`src/rtl/gc_pkg.sv`:
```
// gc_pkg: shared definitions for the GameCube/N64 line transmitter.
//   - gc_state_t : sequencer state encoding
//   - *_US       : bit-timing constants, in microseconds
//   - low_us_last: last microsecond index of the low phase for a data bit
package gc_pkg;

    typedef enum logic [1:0] {
        IDLE      = 2'd0,
        DATA_LOW  = 2'd1,
        DATA_HIGH = 2'd2,
        STOP_LOW  = 2'd3
    } gc_state_t;

    localparam int SLOT_US     = 4;
    localparam int ONE_LOW_US  = 1;
    localparam int ZERO_LOW_US = 3;
    localparam int STOP_LOW_US = 1;

    // A '1' is a short low, a '0' a long low; the slot length is the same.
    function automatic logic [1:0] low_us_last(input logic bit_val);
        return bit_val ? 2'(ONE_LOW_US - 1) : 2'(ZERO_LOW_US - 1);
    endfunction

endpackage

```
`src/rtl/gc_us_timer.sv`:
```
// gc_us_timer: microsecond tick generator plus position within a 4 us slot.
// Ports:
//   clk, rst  - clock, synchronous active-high reset
//   restart   - synchronous restart: clears both counters
//   us_tick   - high on the last clk of each microsecond
//   us_cnt    - microsecond index inside the current slot (0..SLOT_US-1)
module gc_us_timer
    import gc_pkg::*;
#(
    parameter int CLKS_PER_US = 50
) (
    input  logic       clk,
    input  logic       rst,
    input  logic       restart,
    output logic       us_tick,
    output logic [1:0] us_cnt
);

    logic [7:0] tick_cnt;

    assign us_tick = (tick_cnt == 8'(CLKS_PER_US - 1));

    // us_cnt wraps to 0 exactly at the slot boundary, so every slot starts
    // from a fresh count and no error accumulates across bits.
    always_ff @(posedge clk) begin
        if (rst || restart) begin
            tick_cnt <= '0;
            us_cnt   <= '0;
        end else if (us_tick) begin
            tick_cnt <= '0;
            us_cnt   <= (us_cnt == 2'(SLOT_US - 1)) ? 2'd0 : us_cnt + 2'd1;
        end else begin
            tick_cnt <= tick_cnt + 8'd1;
        end
    end

endmodule

```
`src/rtl/gc_tx_sequencer.sv`:
```
// gc_tx_sequencer: serialises byte frames onto a GC/N64 single-wire line.
// Ports:
//   clk, rst          - clock, synchronous active-high reset
//   tx_data/valid/last- byte stream from the source (ready/valid handshake)
//   tx_ready          - byte accepted when tx_valid && tx_ready
//   line_out          - 0 drives the line low, 1 releases it high
//   busy              - frame in progress
//   done, underrun    - one-cycle completion pulse, underrun flag alongside
module gc_tx_sequencer
    import gc_pkg::*;
#(
    parameter int CLKS_PER_US = 50
) (
    input  logic       clk,
    input  logic       rst,
    input  logic [7:0] tx_data,
    input  logic       tx_valid,
    input  logic       tx_last,
    output logic       tx_ready,
    output logic       line_out,
    output logic       busy,
    output logic       done,
    output logic       underrun
);

    gc_state_t  state, state_nxt;
    logic [7:0] shreg, hold;
    logic       cur_last, hold_last, hold_full;
    logic [2:0] bit_cnt;
    logic       und_flag, done_r, und_r, ready_en;
    logic       us_tick;
    logic [1:0] us_cnt;
    logic       accept, low_end, slot_end, stop_end;

    // Counters sit at zero while idle, so the first slot starts aligned
    // with the cycle after acceptance.
    gc_us_timer #(.CLKS_PER_US(CLKS_PER_US)) u_timer (
        .clk     (clk),
        .rst     (rst),
        .restart (state == IDLE),
        .us_tick (us_tick),
        .us_cnt  (us_cnt)
    );

    assign accept   = tx_valid && tx_ready;
    assign low_end  = us_tick && (us_cnt == low_us_last(shreg[7]));
    assign slot_end = us_tick && (us_cnt == 2'(SLOT_US - 1));
    assign stop_end = us_tick && (us_cnt == 2'(STOP_LOW_US - 1));

    // State register
    always_ff @(posedge clk) begin
        if (rst) state <= IDLE;
        else     state <= state_nxt;
    end

    // Next-state logic
    always_comb begin
        state_nxt = state;
        unique case (state)
            IDLE:      if (accept)  state_nxt = DATA_LOW;
            DATA_LOW:  if (low_end) state_nxt = DATA_HIGH;
            DATA_HIGH: begin
                if (slot_end) begin
                    if (bit_cnt != 3'd0)                         state_nxt = DATA_LOW;
                    else if (!cur_last && (hold_full || accept)) state_nxt = DATA_LOW;
                    else                                         state_nxt = STOP_LOW;
                end
            end
            STOP_LOW:  if (stop_end) state_nxt = IDLE;
            default:   state_nxt = IDLE;
        endcase
    end

    // Outputs. tx_ready is held off for one cycle after reset and during
    // the done cycle; mid-frame it only opens for a non-final byte with an
    // empty holding register.
    always_comb begin
        line_out = !((state == DATA_LOW) || (state == STOP_LOW));
        busy     = (state != IDLE);
        done     = done_r;
        underrun = und_r;
        tx_ready = ready_en &&
                   (((state == IDLE) && !done_r) ||
                    (((state == DATA_LOW) || (state == DATA_HIGH)) && !hold_full && !cur_last));
    end

    // Byte datapath and completion flags
    always_ff @(posedge clk) begin
        if (rst) begin
            shreg     <= '0;
            hold      <= '0;
            cur_last  <= 1'b0;
            hold_last <= 1'b0;
            hold_full <= 1'b0;
            bit_cnt   <= '0;
            und_flag  <= 1'b0;
            done_r    <= 1'b0;
            und_r     <= 1'b0;
            ready_en  <= 1'b0;
        end else begin
            ready_en <= 1'b1;
            done_r   <= 1'b0;
            und_r    <= 1'b0;
            unique case (state)
                IDLE: begin
                    if (accept) begin
                        shreg     <= tx_data;
                        cur_last  <= tx_last;
                        bit_cnt   <= 3'd7;
                        hold_full <= 1'b0;
                        und_flag  <= 1'b0;
                    end
                end
                DATA_LOW, DATA_HIGH: begin
                    if (accept) begin
                        hold      <= tx_data;
                        hold_last <= tx_last;
                        hold_full <= 1'b1;
                    end
                    if ((state == DATA_HIGH) && slot_end) begin
                        bit_cnt <= bit_cnt - 3'd1;
                        if (bit_cnt != 3'd0) begin
                            shreg <= {shreg[6:0], 1'b0};
                        end else if (!cur_last && hold_full) begin
                            shreg     <= hold;
                            cur_last  <= hold_last;
                            hold_full <= 1'b0;
                        end else if (!cur_last && accept) begin
                            // Byte arrived on the boundary itself: bypass hold.
                            shreg     <= tx_data;
                            cur_last  <= tx_last;
                            hold_full <= 1'b0;
                        end else if (!cur_last) begin
                            und_flag <= 1'b1;
                        end
                    end
                end
                STOP_LOW: begin
                    if (stop_end) begin
                        done_r   <= 1'b1;
                        und_r    <= und_flag;
                        und_flag <= 1'b0;
                    end
                end
                default: ;
            endcase
        end
    end

endmodule

```
`config.mk`:
```
export PLATFORM = sky130hd
export DESIGN_NAME = gc_tx_sequencer
export DESIGN_NICKNAME = d
export VERILOG_FILES = /design/src/rtl/gc_pkg.sv /design/src/rtl/gc_us_timer.sv /design/src/rtl/gc_tx_sequencer.sv
export SDC_FILE = /design/constraint.sdc
export NUM_CORES = 1
export LEC_CHECK = 0
export BUFFER_PORTS_ARGS = -buffer_cell sky130_fd_sc_hd__buf_4
export CAP_MARGIN = 20
export CELL_PAD_IN_SITES_DETAIL_PLACEMENT = 1
export CELL_PAD_IN_SITES_GLOBAL_PLACEMENT = 1
export CORE_UTILIZATION = 48
export DETAILED_ROUTE_END_ITERATION = 8
export PLACE_DENSITY_LB_ADDON = 0.1
export SLEW_MARGIN = 10
export SYNTH_ARGS = -nofsm -noshare
export SYNTH_HDL_FRONTEND = slang
export SYNTH_SLANG_ARGS = --single-unit
```
`constraint.sdc`:
```
create_clock -name clk -period 4.9 [get_ports clk]
set_input_delay 0.98 -clock clk [delete_from_list [all_inputs] [get_ports clk]]
set_output_delay 0.98 -clock clk [all_outputs]
set_load 0.05 [all_outputs]
```
# Yosys cells after proc, flatten, opt, wreduce, memory -nomap -nowiden
# Cells that the tools add are included.
dict set report word_totals {
  reg_bits 38
  inputBits 12
  out_inout_bits 5
}
dict set report classes {
  n_addsub 3
  n_reduce_logical 37
  bitwise 2
  muxes 40
  eq_ne 17
}
# operator n
set op_table {}
lappend op_table {{two-way mux 8 bit} 5}
lappend op_table {{two-way mux 1 bit} 19}
lappend op_table {{inequality test 2 bit, second input constant} 9}
lappend op_table {{two-way mux 2 bit} 8}
lappend op_table {{one-hot mux 8 bit (2 select lines)} 1}
lappend op_table {{logical AND 1 bit} 12}
lappend op_table {{adder 8 x 1 -> 8 bit, second input constant} 1}
lappend op_table {{equality test 8 x 6 -> 1 bit, second input constant} 1}
lappend op_table {{one-hot mux 2 bit (4 select lines)} 1}
lappend op_table {{AND reduction 4 bit} 2}
lappend op_table {{AND reduction 7 bit} 1}
lappend op_table {{equality test 2 bit, second input constant} 3}
lappend op_table {{two-way mux 3 bit} 2}
lappend op_table {{one-hot mux 3 bit (2 select lines)} 1}
lappend op_table {{OR reduction 2 bit} 3}
lappend op_table {{logical OR 1 bit} 5}
lappend op_table {{AND reduction 5 bit} 1}
lappend op_table {{logical NOT 1 bit} 4}
lappend op_table {{logical NOT 2 bit} 2}
lappend op_table {{inequality test 4 bit, second input constant} 1}
lappend op_table {{one-hot mux 1 bit (2 select lines)} 2}
lappend op_table {{AND reduction 2 bit} 2}
lappend op_table {{nonzero test 2 bit} 2}
lappend op_table {{inequality test 3 bit, second input constant} 1}
lappend op_table {{9 further kinds} 10}

# Logic depth before layout (Yosys ltp)
# Gate-level depths: netlist of run 1.
dict set report logic_depth {
  depth_word 13
  depth_mapped 9
}

# Cells and area by module
# A second synthesis of run 1 with hierarchy kept.
dict set report hier_totals {
  hier_cells 230
  hier_area_um2 1951.9
}
# mod area_per_inst_um2 cells_each n_inst seq_area_each_um2
set modules_own_cells {}
lappend modules_own_cells {gc_tx_sequencer 1505.2 180 1 560.5}
lappend modules_own_cells {gc_us_timer 446.7 50 1 200.2}

# Least setup slack after synthesis of run 1
# OpenSTA, ideal clock, no wires.
dict set report synth_timing {
  path_kind {reg-to-output}
  from {register state[0]}
  to {output port tx_ready}
  stages_incl_launch_ff 6
  path_buffers 0
  slack_ns 2.143
  arrival_ns 1.777
  required_time_ns 3.920
  path_cell_list {dfxtp_1 inv_1 ha_1 nor3b_1 nor2_1 nor2b_1}
}
dict set report synth_via {
  elab_chain_len 6
  word_cells_on_any_way 9
}
# item line
set synth_rtl {}
lappend synth_rtl {{start, declared} gc_tx_sequencer.sv:26} ;# gc_state_t state, state_nxt;
lappend synth_rtl {{start signal, assigned} gc_tx_sequencer.sv:53} ;# else state <= state_nxt;
lappend synth_rtl {{equality test 2 x 1 -> 1 bit or equality test 2 bit (tied branches)} gc_tx_sequencer.sv:84} ;# (((state == DATA_LOW) || (state == DATA_HIGH)) && !hold_full && !cur_last));
lappend synth_rtl {{logical OR 1 bit} gc_tx_sequencer.sv:84}
lappend synth_rtl {{logical AND 1 bit (2 in series)} gc_tx_sequencer.sv:84}
lappend synth_rtl {{logical OR 1 bit *} gc_tx_sequencer.sv:83} ;# (((state == IDLE) && !done_r) ||
lappend synth_rtl {{logical AND 1 bit *} gc_tx_sequencer.sv:82} ;# tx_ready = ready_en &&
lappend synth_rtl {{end, declared} gc_tx_sequencer.sv:19} ;# output logic tx_ready,
# Every way passes the cells marked *; elsewhere a longest branch is shown, timed or not.

# Worst setup path in the final report of run 1
# Same ends and word-level chain as after synthesis.

==> results of run 1 <==
## path summary, 6_finish.rpt
| check | endpoint | start | slack [ps] |
|---|---|---|---|
| setup reg to reg | bit_cnt[1] | state[0] | 2230 |
| setup / recovery | tx_ready | state[0] | 1860 |
| hold reg to reg | shreg[2] | shreg[2] | 490 |
| hold / removal | shreg[2] | shreg[2] | 490 |
## metal layers
metal	wire length [µm]	global-route usage [%]	up-vias
met4	57	7.18	0
met3	127	5.57	5
met2	2080	35.9	21
li1	-	-	849
met1	2200	29.3	807
met5	0	0	-
## final cells by class
class / instances / area (µm²)
repair buffers: 17 / 128
fillers: 494 / 1770
multi-input cells: 172 / 1170
clock buffers: 5 / 68.8
well taps: 50 / 62.6
clock inverters: 2 / 10.0
inverters: 14 / 52.6
flip-flops and latches: 38 / 761
## state kept, by name, summed over array words and instances (netlist names), 2 cells and up
signal / cells
bit_cnt: 3
hold: 8
shreg: 8
state: 2
u_timer.tick_cnt: 8
u_timer.us_cnt: 2
## kinds of logic (layout without fill, tap and decap cells)
family / after synthesis / after routing / synth area share, %
multiplexers: 19 / 19 / 9.44
AND/OR/NAND/NOR: 89 / 89 / 23.7
flip-flops: 38 / 38 / 37.3
AO/OA/AOI/OAI: 46 / 46 / 14.6
adder cells (fa/ha/maj): 11 / 11 / 6.74
XOR/XNOR: 7 / 7 / 3.00
buffers and inverters: 26 / 38 / 5.21
## metrics by stage
step           cells  power, mW  hold WS [ps]  worst slack, ps
2_1_floorplan    236      0.825           431             2140
6_report         298       1.14           486             1860
3_3_place_gp     291      0.939           458             2240
4_1_cts          298       1.15           488             1860
5_1_grt          298       1.23           508             1700
3_5_place_dp     291      0.947           468             2180
## worst max-delay path, delay by kind of cell, from the launching register on
family,cells,cell delay [ps]
adders and majority gates,1,510
buffers and inverters,2,300
DFF,1,400
and+or+nand+nor,3,550
## placed cells by master (no fill, tap or decap), types with 6 or more instances in the layout
cell type,instances
a21oi_1,16
buf_4,17
dfxtp_1,38
ha_1,11
inv_1,14
mux2i_1,17
nand2_1,18
nor2_1,32
nor3_1,6
o21ai_0,9
or4b_1,7
## power by group through the flow
stage	combinational [mW]	sequential, mW	clock (mW)
global route	0.595	0.413	0.224
finish	0.535	0.405	0.204
global placement	0.529	0.410	0
floorplan	0.425	0.400	0
CTS	0.539	0.405	0.210
detailed placement	0.536	0.412	0
==> impl_metrics.py, run 1 <==
metrics = {
    "synth": {
        "ys_seq_elements": 38,
        "synth_area_leaders": "dfxtp_1 37%, mux2i_1 8.3%, ha_1 6.7%",
        "synth_common_cells": "38 x dfxtp_1, 32 x nor2_1, 18 x nand2_1, 17 x mux2i_1, 16 x a21oi_1",
        "synthArstFlopShare_pct": 0,
        "synth_edf_count": 0,
        "synth_seq_area_share_pct": 37.3,
        "syn_avg_cell_area_um2": 8.65,
        "synth_top_area_share_pct": 37.3,
        "synth_ff_type": "dfxtp_1",
        "yosysMostFrequentCell": "dfxtp_1",
        "netlist_area_um2": 2040,
        "synth.yosys.warnings": 0,
        "yosysTopAreaCell": "dfxtp_1",
        "synth_cell_types": 47,
        "postSynthCellCount": 236,
        "syn_nets": 259,
    },
    "floorplan": {
        "io_pins": 17,
        "die_w_um": 67.2,
        "row_count": 23,
        "core_area_um2": 4030,
        "dieArea_um2": 4520,
        "start_util_pct": 50.7,
        "die_h_um": 67.2,
    },
    "routing": {
        "drt_iter0_markers": 180,
        "wl_per_cell_um": 15.0,
        "num_vias": 1682,
        "drt-total-wl_um": 4470,
        "avgViaCountPerCell": 5.64,
        "ant_nets": 0,
        "drc": 0,
        "dr.pass1.iters": 4,
    },
    "power_and_ir_drop": {
        "p_sw_share_pct": 42.4,
        "p_switching_mw": 0.485,
        "cellPowerDensity_nw_per_um2": 507,
        "p_int_mw": 0.660,
        "p_leak_nw": 1.01,
        "sequentialPowerShare_pct": 35.4,
        "pwr-share-clk_pct": 17.8,
        "vdd_drop_max_mv": 0.198,
        "p_comb_share_pct": 46.8,
    },
    "grt": {
        "grt_pass1_wl_um": 7410,
        "grt_use_total_pct": 22.4,
        "antenna_found_initial": 0,
        "grt_max_degree": 31,
        "overflow": 0,
        "grt_pass1_vias": 1597,
    },
    "setup_path": {
        "cp-start-kind": "register",
        "crit_path_cell_trace": "inv_1, ha_1, nor3b_1, nor2_1, nor2b_1, buf_4",
        "cp_data_required_time_ps": 3920,
        "slowest_delay_ps": 510,
        "cp.arrival_ps": 2060,
        "cp_max_fo": 12,
        "path_class": "register to output pin",
        "ff2ff_path_depth": 8,
        "worst_setup_path_end_kind": "output pin",
        "crit_slowest_cell": "ha_1",
    },
    "finish": {
        "fin_util_pct": 56.0,
        "final_layout_size_suffix_gt1_share_pct": 12.9,
        "antenna_cells": 0,
        "fin_nets": 271,
        "final_area_um2": 2260,
        "syn_to_final_growth_pct": 10.5,
    },
    "timing": {
        "finalSetupViolCount": 0,
        "rsz0062_at_grt": "false",
        "skew_ps": 10.3,
        "finalHoldViolations": 0,
        "post-route-min-period_ps": 3040,
        "max_freq_mhz": 329,
        "relSlewSlack_pct": 53.2,
        "worst_pin_slew_ps": 700,
        "drv_slew": 0,
        "finalCritPeriodShare_pct": 62.1,
        "setup-tns-final_ps": 0,
    },
    "clocking": {
        "cts_setup_buffers": 0,
        "cts_resized": 0,
        "cts_tree": "built",
        "clock-sinks": 38,
        "clk_pin_slew_ps": 80,
        "ctsHoldBuffers": 0,
        "cts_root_buffer": "clkbuf_8",
        "clk_latency_ps": 290,
        "cts.path.max_buffers": 2,
        "h-tree-depth": 2,
        "cts_buffers": 5,
    },
    "job": {
        "drv_cap": 0,
    },
    "outcome": {
        "status": "finished, final reports clean",
    },
    "placement": {
        "routabilityCongestion": 0.823,
        "hpwl_um": 3200,
        "place_area_um2": 2180,
        "io_buffers": 16,
    },
    "min_path": {
        "hold_class": "register to register",
        "min_delay_path_depth": 2,
    },
}
(Power assumes the default switching activity.)
==> run 2, diff against run 1 <==
ABC_AREA = 1   (was default)
CORE_UTILIZATION = 42   (was 48)
clock period = 3.1 ns   (was 4.9 ns; I/O delays follow)
==> run 2 against run 1 <==
  * Critical endpoint unchanged
  * Global-route usage fell by 1.9 points
  * Synthesized area fell by 1.4%
  * Synthesized cell count rose by 23%
  * Core utilization fell by 6.1 points
  * Design area fell by 1.1%
  * Non-clock buffer count did not move
  * Combinational power rose by 68%
  * First-iteration DRC count fell by 57%
  * The flow now finishes with violations (DRC)
==> impl_metrics.py, run 2 <==
metrics = {
    "timing": {
        "rsz0062_at_grt": "false",
        "worst_pin_slew_ps": 612,
        "post-route-min-period_ps": 2410,
        "skew_ps": 4.63,
        "drv_slew": 0,
        "max_freq_mhz": 416,
        "setup-tns-final_ps": 0,
        "finalSetupViolCount": 0,
        "relSlewSlack_pct": 59.2,
        "finalHoldViolations": 0,
        "setup_slack_ps": 694,
        "hold_slack_ps": 455,
        "finalCritPeriodShare_pct": 77.6,
    },
    "finish": {
        "final_layout_size_suffix_gt1_share_pct": 12.1,
        "fin_util_pct": 49.9,
        "final_area_um2": 2230,
        "multi_input_area_um2": 1040,
        "largestRegisters": "hold x8, shreg x8, u_timer.tick_cnt x8",
        "antenna_cells": 0,
        "nFillCells": 596,
        "layout_commonest_cell": "nand2_1",
        "final-seq-area_um2": 761,
        "syn_to_final_growth_pct": 10.9,
        "layout_common_cells": "57 x nand2_1, 40 x inv_1, 38 x nor2_1, 38 x dfxtp_1, 30 x a21oi_1",
        "layout.cells.non_filler": 359,
        "fin_nets": 330,
    },
    "setup_path": {
        "cp-start-kind": "register",
        "worst_setup_path_end_kind": "output pin",
        "crit-reg2reg-capture": "hold_last",
        "cp.arrival_ps": 1790,
        "ff2ff_path_depth": 8,
        "cp_max_fo": 7,
        "cp_data_required_time_ps": 2480,
        "timing.rr.start": "state[0]",
        "rrSetupSlack_ps": 860,
        "path_class": "register to output pin",
    },
    "routing": {
        "dr.pass1.iters": 6,
        "drt_iter0_markers": 78,
        "wl_per_cell_um": 12.7,
        "drt-total-wl_um": 4550,
        "drc": 2,
        "num_vias": 1812,
        "avgViaCountPerCell": 5.05,
        "ant_nets": 0,
    },
    "placement": {
        "dp_cells": 352,
        "hpwl_um": 3380,
        "dp_slack_ps": 849,
        "io_buffers": 16,
        "place_area_um2": 2160,
        "routabilityCongestion": 0.718,
    },
    "min_path": {
        "min_delay_path_depth": 2,
        "hold_start": "hold[1]",
        "hold_class": "register to register",
        "holdPathEnd": "hold[1]",
    },
    "clocking": {
        "cts_tree": "built",
        "cts_resized": 0,
        "cts_buffers": 5,
        "cts_setup_buffers": 0,
        "ctsHoldBuffers": 0,
        "cts_root_buffer": "clkbuf_8",
        "clk_latency_ps": 280,
        "cts.path.max_buffers": 2,
        "clock-sinks": 38,
        "clk_pin_slew_ps": 70,
        "h-tree-depth": 2,
    },
    "grt": {
        "grtUsageMet3_pct": 4.22,
        "grt_max_degree": 21,
        "gr-usage-met1_pct": 25.4,
        "antenna_found_initial": 0,
        "grt_pass1_wl_um": 8280,
        "grt_util_met2_pct": 36.0,
        "busiest_layer": "met2",
        "overflow": 0,
        "grt_pass1_vias": 1913,
        "grt_use_total_pct": 20.4,
    },
    "power_and_ir_drop": {
        "p_total_mw": 1.87,
        "sequentialPowerShare_pct": 34.8,
        "p_sw_share_pct": 44.3,
        "p_leak_nw": 0.977,
        "p_comb_share_pct": 48.0,
        "p_switching_mw": 0.828,
        "pwr-share-clk_pct": 17.2,
        "cellPowerDensity_nw_per_um2": 837,
        "p_int_mw": 1.04,
        "vdd_drop_max_mv": 0.335,
    },
    "synth": {
        "synth_common_cells": "57 x nand2_1, 40 x inv_1, 38 x dfxtp_1, 38 x nor2_1, 30 x a21oi_1",
        "yosysTopAreaCell": "dfxtp_1",
        "synth_top_area_share_pct": 37.8,
        "syn_avg_cell_area_um2": 6.91,
        "postSynthCellCount": 291,
        "synth_ff_type": "dfxtp_1",
        "yosysMostFrequentCell": "nand2_1",
        "synth_cell_types": 27,
        "synth_seq_area_share_pct": 37.8,
        "synthArstFlopShare_pct": 0,
        "ys_seq_elements": 38,
        "synth_edf_count": 0,
        "syn_nets": 314,
        "netlist_area_um2": 2010,
        "synth.yosys.warnings": 0,
        "synth_area_leaders": "dfxtp_1 38%, nand2_1 11%, a21oi_1 7.5%",
    },
    "floorplan": {
        "io_pins": 17,
        "start_util_pct": 45.0,
        "dieArea_um2": 5070,
        "core_area_um2": 4470,
        "row_count": 24,
        "die_h_um": 71.2,
        "die_w_um": 71.2,
    },
    "outcome": {
        "status": "complete, but fails checks",
        "violations": "DRC",
    },
    "job": {
        "drv_cap": 0,
    },
}
## run 2: cell count changes after synthesis, sizes merged, moves of 8 or more
cell | before | now
a21oi | 16 | 30
nand2 | 18 | 65
nand3 | 5 | 14
o21ai | 9 | 23
mux2i | 17 | 0
inv | 14 | 42
clkbuf | 10 | 2
## run 2: critical path, stage by stage (launching register included)
cell     delay, ps
dfxtp_1        410
inv_1          110
ha_1           410
nand3_1        110
nand2_1        110
and2_1         160
buf_4          200
## run 2: how the worst max path moves through the flow
stage	from	cells after the start	slack (ps)	end
after floorplan	state[0]	10	800	hold[3]
after global placement	state[0]	8	960	hold[6]
after detailed placement	state[0]	8	850	hold_last
after CTS	state[0]	6	680	tx_ready
after global routing	state[0]	8	490	hold[0]
final	state[0]	6	690	tx_ready
## run 2: cell type report
cell class              instances  share of cell area, %
multi-input cells             203                   46.6
flip-flops and latches         38                   34.1
inverters                      42                   7.29
repair buffers                 17                   5.72
clock buffers                   7                   3.42
well taps                      52                   2.91
## run 2: power groups by stage
stage               registers (mW)  clock network [mW]  logic [mW]
finish                       0.650               0.322       0.897
global route                 0.664               0.355        1.03
CTS                          0.651               0.334       0.909
detailed placement           0.661                   0       0.895
global placement             0.654                   0       0.875
floorplan                    0.647                   0       0.704
## run 2: logic make-up (layout without fill, tap and decap cells)
logic type | after synthesis | count (layout) | share of synthesized area, %
AOI/OAI and AO/OA | 60 | 60 | 15.5
xor gates and xnor gates | 1 | 1 | 0.435
adders and majority gates | 11 | 11 | 6.84
buffers and inverters | 50 | 66 | 10.5
DFF | 38 | 38 | 37.8
and+or+nand+nor | 131 | 131 | 28.9
## run 2: layer usage
layer / vias to the layer above / routed length [µm]
li1: 954 / -
met1: 838 / 2150
met2: 15 / 2250
met3: 5 / 98
met4: 0 / 49
met5: - / 0
